===== src/rtl/approx_mul_pkg.sv =====
// approx_mul_pkg
// Shared definitions for the approximate multiplier pipeline.
//   Q_LL/Q_LH/Q_HL/Q_HH : quadrant indices into the mode vector and quadrant arrays
//   quad_mode_t         : per-quadrant approximation enables (1 = truncate)
//   trunc_mask()        : mask with bits [width-1:trunc] set and bits [trunc-1:0] cleared
package approx_mul_pkg;

  localparam int Q_LL = 0;
  localparam int Q_LH = 1;
  localparam int Q_HL = 2;
  localparam int Q_HH = 3;

  typedef logic [3:0] quad_mode_t;

  // Returned as 64 bits so callers of any product width up to 64 can slice it.
  function automatic logic [63:0] trunc_mask(input int width, input int trunc);
    logic [63:0] m;
    m = '0;
    for (int i = 0; i < 64; i++) begin
      if ((i < width) && (i >= trunc)) m[i] = 1'b1;
    end
    return m;
  endfunction

endpackage


===== src/rtl/approx_quad_mul.sv =====
// approx_quad_mul
// One combinational H x H quadrant multiplier. When approx is set, the low
// TRUNC bits of the exact product are forced to zero.
// Ports:
//   x, y   : H-bit unsigned operand halves
//   approx : 1 = truncated product, 0 = exact product
//   p      : 2H-bit product
module approx_quad_mul
  import approx_mul_pkg::*;
#(
  parameter int H     = 4,
  parameter int TRUNC = 2
) (
  input  logic [H-1:0]   x,
  input  logic [H-1:0]   y,
  input  logic           approx,
  output logic [2*H-1:0] p
);

  localparam logic [63:0] MASK64 = trunc_mask(2 * H, TRUNC);

  logic [2*H-1:0] prod;

  // Zero-extend before multiplying so the full 2H-bit product is kept.
  assign prod = {{H{1'b0}}, x} * {{H{1'b0}}, y};
  assign p    = approx ? (prod & MASK64[2*H-1:0]) : prod;

endmodule


===== src/rtl/approx_mul_pipe.sv =====
// approx_mul_pipe
// Three-stage pipelined WIDTH x WIDTH unsigned approximate multiplier with a
// valid/ready stream interface. Each of the four half-width quadrant products
// may be truncated independently according to the mode sampled with the operands.
//   S1: register a, b, mode
//   S2: register the four quadrant products
//   S3: register the recombined product
// All stages advance together whenever the output is empty or being taken.
// Ports:
//   clk, rst             : clock, asynchronous active-high reset
//   in_valid/in_ready    : operand handshake (in_ready is combinational)
//   in_a, in_b           : unsigned operands
//   in_mode              : approx enables [3]=HH [2]=HL [1]=LH [0]=LL
//   out_valid/out_ready  : result handshake
//   out_prod             : 2*WIDTH-bit product
//   out_err              : exact product minus out_prod (only when
//                          APPROX_MUL_ERRMON_EN is defined)
module approx_mul_pipe
  import approx_mul_pkg::*;
#(
  parameter int WIDTH = 8,
  parameter int TRUNC = 2
) (
  input  logic               clk,
  input  logic               rst,
  input  logic               in_valid,
  output logic               in_ready,
  input  logic [WIDTH-1:0]   in_a,
  input  logic [WIDTH-1:0]   in_b,
  input  logic [3:0]         in_mode,
  output logic               out_valid,
  input  logic               out_ready,
  output logic [2*WIDTH-1:0] out_prod
`ifdef APPROX_MUL_ERRMON_EN
  ,
  output logic [2*WIDTH-1:0] out_err
`endif
);

  localparam int H  = WIDTH / 2;
  localparam int PW = 2 * WIDTH;
  localparam int QW = 2 * H;

  logic adv;

  // Stage 1
  logic             v1_q;
  logic [WIDTH-1:0] a1_q;
  logic [WIDTH-1:0] b1_q;
  quad_mode_t       mode1_q;

  // Stage 2
  logic             v2_q;
  logic [H-1:0]     a_half[2];
  logic [H-1:0]     b_half[2];
  logic [QW-1:0]    quad_d[4];
  logic [QW-1:0]    quad_q[4];

  // Stage 3
  logic             v3_q;
  logic [PW-1:0]    sum_d;
  logic [PW-1:0]    prod3_q;

  assign adv       = !v3_q || out_ready;
  assign in_ready  = adv;
  assign out_valid = v3_q;
  assign out_prod  = prod3_q;

  // Data registers load only with a valid transaction, so bubbles never
  // disturb held values.
  always_ff @(posedge clk or posedge rst) begin
    if (rst) begin
      v1_q    <= 1'b0;
      a1_q    <= '0;
      b1_q    <= '0;
      mode1_q <= '0;
    end else if (adv) begin
      v1_q <= in_valid;
      if (in_valid) begin
        a1_q    <= in_a;
        b1_q    <= in_b;
        mode1_q <= in_mode;
      end
    end
  end

  // Index 0 selects the low half, index 1 the high half; this matches the
  // quadrant numbering (bit 1 picks the a half, bit 0 the b half).
  assign a_half[0] = a1_q[H-1:0];
  assign a_half[1] = a1_q[WIDTH-1:H];
  assign b_half[0] = b1_q[H-1:0];
  assign b_half[1] = b1_q[WIDTH-1:H];

  generate
    for (genvar gi = 0; gi < 4; gi++) begin : g_quad
      approx_quad_mul #(
        .H    (H),
        .TRUNC(TRUNC)
      ) u_quad (
        .x     (a_half[gi/2]),
        .y     (b_half[gi%2]),
        .approx(mode1_q[gi]),
        .p     (quad_d[gi])
      );
    end
  endgenerate

  always_ff @(posedge clk or posedge rst) begin
    if (rst) begin
      v2_q <= 1'b0;
      for (int i = 0; i < 4; i++) quad_q[i] <= '0;
    end else if (adv) begin
      v2_q <= v1_q;
      if (v1_q) begin
        for (int i = 0; i < 4; i++) quad_q[i] <= quad_d[i];
      end
    end
  end

  assign sum_d = (PW'(quad_q[Q_HH]) << WIDTH)
               + ((PW'(quad_q[Q_HL]) + PW'(quad_q[Q_LH])) << H)
               + PW'(quad_q[Q_LL]);

  always_ff @(posedge clk or posedge rst) begin
    if (rst) begin
      v3_q    <= 1'b0;
      prod3_q <= '0;
    end else if (adv) begin
      v3_q <= v2_q;
      if (v2_q) prod3_q <= sum_d;
    end
  end

`ifdef APPROX_MUL_ERRMON_EN
  // Exact product travels alongside the approximate one; the difference is
  // taken in S3 so out_err lines up with out_prod.
  logic [PW-1:0] exact2_q;
  logic [PW-1:0] err3_q;

  always_ff @(posedge clk or posedge rst) begin
    if (rst) begin
      exact2_q <= '0;
      err3_q   <= '0;
    end else if (adv) begin
      if (v1_q) exact2_q <= PW'(a1_q) * PW'(b1_q);
      if (v2_q) err3_q   <= exact2_q - sum_d;
    end
  end

  assign out_err = err3_q;
`else
  // Error monitor disabled: no exact-product path is built.
`endif

endmodule

===== config.mk =====
export PLATFORM = sky130hd
export DESIGN_NAME = approx_mul_pipe
export DESIGN_NICKNAME = d
export VERILOG_FILES = /design/src/rtl/approx_mul_pkg.sv /design/src/rtl/approx_quad_mul.sv /design/src/rtl/approx_mul_pipe.sv
export SDC_FILE = /design/constraint.sdc
export NUM_CORES = 1
export LEC_CHECK = 0
export ABC_CLOCK_PERIOD_IN_PS = 2500
export CORE_AREA = 2 2 125 127
export CTS_CLUSTER_SIZE = 20
export DETAILED_ROUTE_END_ITERATION = 12
export DIE_AREA = 0 0 127 129
export PLACE_DENSITY = 0.6
export SYNTH_ARGS = -nofsm -noshare
export SYNTH_HDL_FRONTEND = slang
export SYNTH_SLANG_ARGS = --single-unit

===== constraint.sdc =====
create_clock -name clk -period 2.5 [get_ports clk]
set_input_delay 0.5 -clock clk [delete_from_list [all_inputs] [get_ports clk]]
set_output_delay 0.5 -clock clk [all_outputs]
set_load 0.005 [all_outputs]

======== Yosys cells after proc, flatten, opt, wreduce, memory -nomap -nowiden ========
Cells that the tools add are included.
storage, ports and cells
  register bits after elaboration ......... 71
  input bits .............................. 24
operators by class
  add/sub/neg operators ................... 3
  multiply operators ...................... 4
  muxes and demuxes ....................... 4
  reduce and logical (&&, ||, !) cells .... 5
operators by type and width
  kind                                         count
  4-bit by 4-bit multiplier with 8-bit output  4
  16-bit by 13-bit adder with 16-bit output    1
  16-bit by 8-bit adder with 16-bit output     1
  8-bit by 8-bit adder with 9-bit output       1
  2-bit two-way mux                            4
  2-bit AND reduction                          3
  1-bit logical NOT                            1
  1-bit logical OR                             1

======== Logic depth before layout (Yosys ltp) ========
  depth in word-level cells ............... 3
  mapped depth ............................ 14
  gate-level depth less buffers ........... 14

======== Cells and area by module ========
Synthesis repeated with hierarchy kept, for this count alone.
unflattened totals
  cells, all modules ...................... 482
  area total of the unflattened synthesis .. 5277.6 µm²
modules (own cells, without submodules)
  module                                   times used  cells each  area each (µm²)
  approx_mul_pipe                          1           270         3458.3
  approx_quad_mul at g_quad[2].u_quad ...  2           53          455.4
  approx_quad_mul at g_quad[0].u_quad ...  2           53          454.2

======== Worst setup path before layout ========
Ideal clock, no wire load.
  path kind ............................... register -> register
  from .................................... register a1_q[4]
  to ...................................... register quad_q[7] (netlist bit)
  library setup time ...................... 0.133 ns
  arrival ................................. 2.634 ns
  slack ................................... -0.267 ns
  cell stages (with the launch flop) ...... 11
  buffers on the path ..................... 0
  clock period less this slack ............ 2.767 ns
  path through ............................ dfrtp_1 > nand2_1 > fa_1 > inv_1 > fa_1 > ha_1 > a21o_1 > a31o_2 > a21oi_1 > xor2_1 > o21ai_0
between the ends
  longest elaborated chain between the ends .. 1
ends and longest elaborated chain
  element                                      RTL line               source
  from (decl)                                  approx_mul_pipe.sv:48  logic [WIDTH-1:0] a1_q;
  from (signal assigned)                       approx_mul_pipe.sv:80  a1_q <= in_a;
  4-bit by 4-bit multiplier with 8-bit output  approx_quad_mul.sv:25  assign prod = {{H{1'b0}}, x} * {{H{1'b0}}, y};
  to (decl)                                    approx_mul_pipe.sv:57  logic [QW-1:0] quad_q[4];
Every way passes these cells.
A chain may end at the register's enable or synchronous reset.

======== Worst setup path after layout ========
  from .................................... register quad_q[8] (netlist bit)
  to ...................................... register prod3_q[15], in the netlist out_prod[15]
between the ends
  longest elaborated chain between the ends .. 3
ends and longest elaborated chain
  element                                    RTL line                source
  8-bit by 8-bit adder with 9-bit output     approx_mul_pipe.sv:121  + ((PW'(quad_q[Q_HL]) + PW'(quad_q[Q_LH])) << H)
  16-bit by 13-bit adder with 16-bit output  approx_mul_pipe.sv:121
  16-bit by 8-bit adder with 16-bit output   approx_mul_pipe.sv:122  + PW'(quad_q[Q_LL]);
  to (signal assigned)                       approx_mul_pipe.sv:130  if (v2_q) prod3_q <= sum_d;
  to (decl)                                  approx_mul_pipe.sv:62   logic [PW-1:0] prod3_q;
Every way passes these cells.

==> results.md <==
* Outcome: finished, violations left
* Failing checks: negative setup slack
* Net Sw Frac at 0.412
* Final hold vios at 0
* EDFF count, synth at 0
* I/O pin count at 42
* Crit path arrival time at 3.04 ns
* Ys async rst share at 1.00
* Min Clock Period, post-route at 2.80 ns
* Slew HR at 0.746
* Largest net degree at the start of global routing at 72
* Leakage power at 0.00335 uW
* Fin crit share at 1.12
* Die width at 127 um
* Rows at 45
* Distinct cells, synth at 39
* Slew Viols, Final at 0
* Worst-skew pair later-pin latency at 0.35 ns
* Core area at 15000 um2
* Root buffer cell: clkbuf_16
* Clock buffer count from CTS at 9
* Ratio of cells with drive above 1 in the final layout at 0.319
* DRC at 0
* Worst-path clk slew at 0.07 ns
* Vias in the first global route at 4154
* Hold_sp: mode1_q[0]
* Worst-Margin Slew at 0.381 ns
* H-tree level count at 3
* Area delta synth->final at 37.4%
* Mapped Area at 5150 um2
* Power per cell area at 1430 nW/um2
* Yosys warns at 0
* Placed Area at 6340 um2
* Worst EP required at 2.74 ns
* Worst reg2reg path depth at 15
* Ys flop type: dfrtp_1
* Worst Setup Start Kind: flop
* Via count at 3936
* Post-route ant nets at 0
* Worst hold margin at 0.465 ns
* CP startpoint: quad_q[8]
* Setup TNS at -3.25 ns
* FMAX at 358 MHz
* Antenna diodes at 0
* Flop2flop setup slack at -0.30 ns
* Initial DRT Pass Iterations at 4
* Fill cells at 1416
* Antenna violations before repair at 0
* Avg Synthesized Cell Area at 10.0 um2
* Inst Count DP at 805
* Post-DP HPWL at 9.14 mm
* Die height at 129 um
* Seq/Total Area, Yosys at 0.345
* FF-to-FF End: out_prod[15]
* RSZ-0062 raised after global routing: true
* Final worst slack at -0.297 ns
* CTS tree: done
* Mapped Cells at 514
* RR Startpoint: quad_q[8]
* Fin nets at 752
* Max Cap Viol at 0
* Setup Viol. Count Final at 20
* Peak VDD IR at 0.475 mV
* Overall power at 10100 uW
* Flop pwr share at 0.195
* First-pass GRT wire length at 20.0 mm
* Total gr overflow at 0
* Synth Register Bits at 71
* CP max FO at 3
* Clk_skew at 0.0103 ns
* CP Class: reg2reg
* Switching pwr at 4150 uW
* CP Capture Type: flop
* 1st-iter DRT viols at 153
* GRT Total Usage at 0.154
* Finished Layout Cells at 836
* Gpl congestion at 0.843
* Setup crit end: out_prod[15]
* Int Pwr at 5930 uW
* DRT Wirelength at 11.8 mm
* CTS Sinks at 71
* Drt via density at 4.71
* IO Port Bufs at 41
* Syn_nets at 623
* Die area at 16400 um2
* Initial cell density of the core at 0.344
* Worst min path class: reg2reg
* Final Instance Area at 7070 um2
* Routed wire per std cell at 14.1 um
* Max clock buf depth at 2
* Clock network power share at 0.132
* Logic pwr share at 0.673
==> synth_stat cells (11+ instances only) <==
cell	number	area (um2)
a21oi_1	23	115
and2_1	46	288
nand2_1	71	267
fa_1	18	360
inv_1	35	131
ha_1	67	838
xor2_1	22	193
dfrtp_1	71	1780
mux2_2	30	338
nor2_1	11	41.3
o21ai_0	40	200
==> sequential cells by signal, indices dropped and copies added (netlist names) <==
signal,count
quad_q,32
out_prod,16
a1_q,8
b1_q,8
mode1_q,4
out_valid,1
v1_q,1
v2_q,1
==> metrics by stage <==
step           worst slack (ns)   util
4_1_cts                  -0.345  0.458
2_1_floorplan            -0.149      -
5_1_grt                  -0.472  0.472
3_3_place_gp             -0.248  0.423
6_report                 -0.297  0.472
3_5_place_dp             -0.388  0.423
==> how the worst min path moves through the flow <==
stage | to | depth (start not counted) | slack [ns]
6_report | quad_q[24] | 1 | 0.47
5_1_grt | quad_q[27] | 2 | 0.50
3_3_place_gp | quad_q[24] | 1 | 0.45
2_1_floorplan | quad_q[0] | 1 | 0.44
3_5_place_dp | quad_q[24] | 1 | 0.46
4_1_cts | quad_q[24] | 1 | 0.47
==> routing by layer <==
metal  global-route usage  vias up  share of wire
met2                0.260       71           0.48
met3               0.0416       19          0.035
met1                0.194     1837           0.46
met4               0.0524        0          0.022
li1                     -     2009              -
met5                    0        -              0
==> critical path, cell delays in order, from the launching register on <==
cell      delay, ns
dfrtp_1        0.36
ha_2           0.19
inv_2          0.04
fa_2           0.34
nor2b_2        0.12
o21ai_2        0.07
a21oi_2        0.18
a211oi_2       0.06
xnor2_1        0.19
ha_1           0.28
a21oi_2        0.19
nor2_2         0.06
a211oi_2       0.21
buf_4          0.18
and3_4         0.18
nor3_2         0.03
==> cell families (layout without fill, tap and decap cells) <==
family                     after synthesis  in the layout  share of synthesized area
xor gates and xnor gates                30             30                     0.0510
adders and majority gates               85             85                      0.233
and+or+nand+nor                        148            148                      0.140
AOI/OAI and AO/OA                      103            103                      0.125
muxes                                   30             30                     0.0656
buffers and inverters                   47            181                     0.0406
DFF                                     71             71                      0.345
==> power by group through the flow <==
stage | combinational (uW) | clock (uW) | sequential (uW)
6_report | 6790 | 1330 | 1960
5_1_grt | 7590 | 1410 | 2030
3_5_place_dp | 5740 | 0 | 1970
4_1_cts | 6320 | 1370 | 1970
3_3_place_gp | 5570 | 0 | 1960
2_1_floorplan | 3580 | 0 | 1910
==> repair_timing <==
item	CTS	global route
setup endpoints to repair	20	27
hold buffers	0	0
pin swaps	35	38
gates resized for setup	54	44
buffers inserted	8	9
==> placed cells by master, fill, tap and decap left out, drive strengths merged, types with 10 or more instances in the layout <==
cell / count
dfrtp: 71
a21oi: 24
buf: 89
inv: 36
clkbuf: 10
clkdlybuf4s50: 41
nor2: 11
xor2: 22
ha: 67
o21ai: 44
nand2: 72
fa: 18
and2: 46
mux2: 30
==> final cells by class <==
class                           instances  area (um2)  area share
Clock inverter                          6        67.6     0.00955
Clock buffer                           10         239      0.0338
Multi-Input combinational cell        396        3460       0.489
Sequential cell                        71        1780       0.252
Timing Repair Buffer                  130        1160       0.164
Tap cell                              188         235      0.0333
Inverter                               35         131      0.0186
Power figures use the tool's default switching activity.
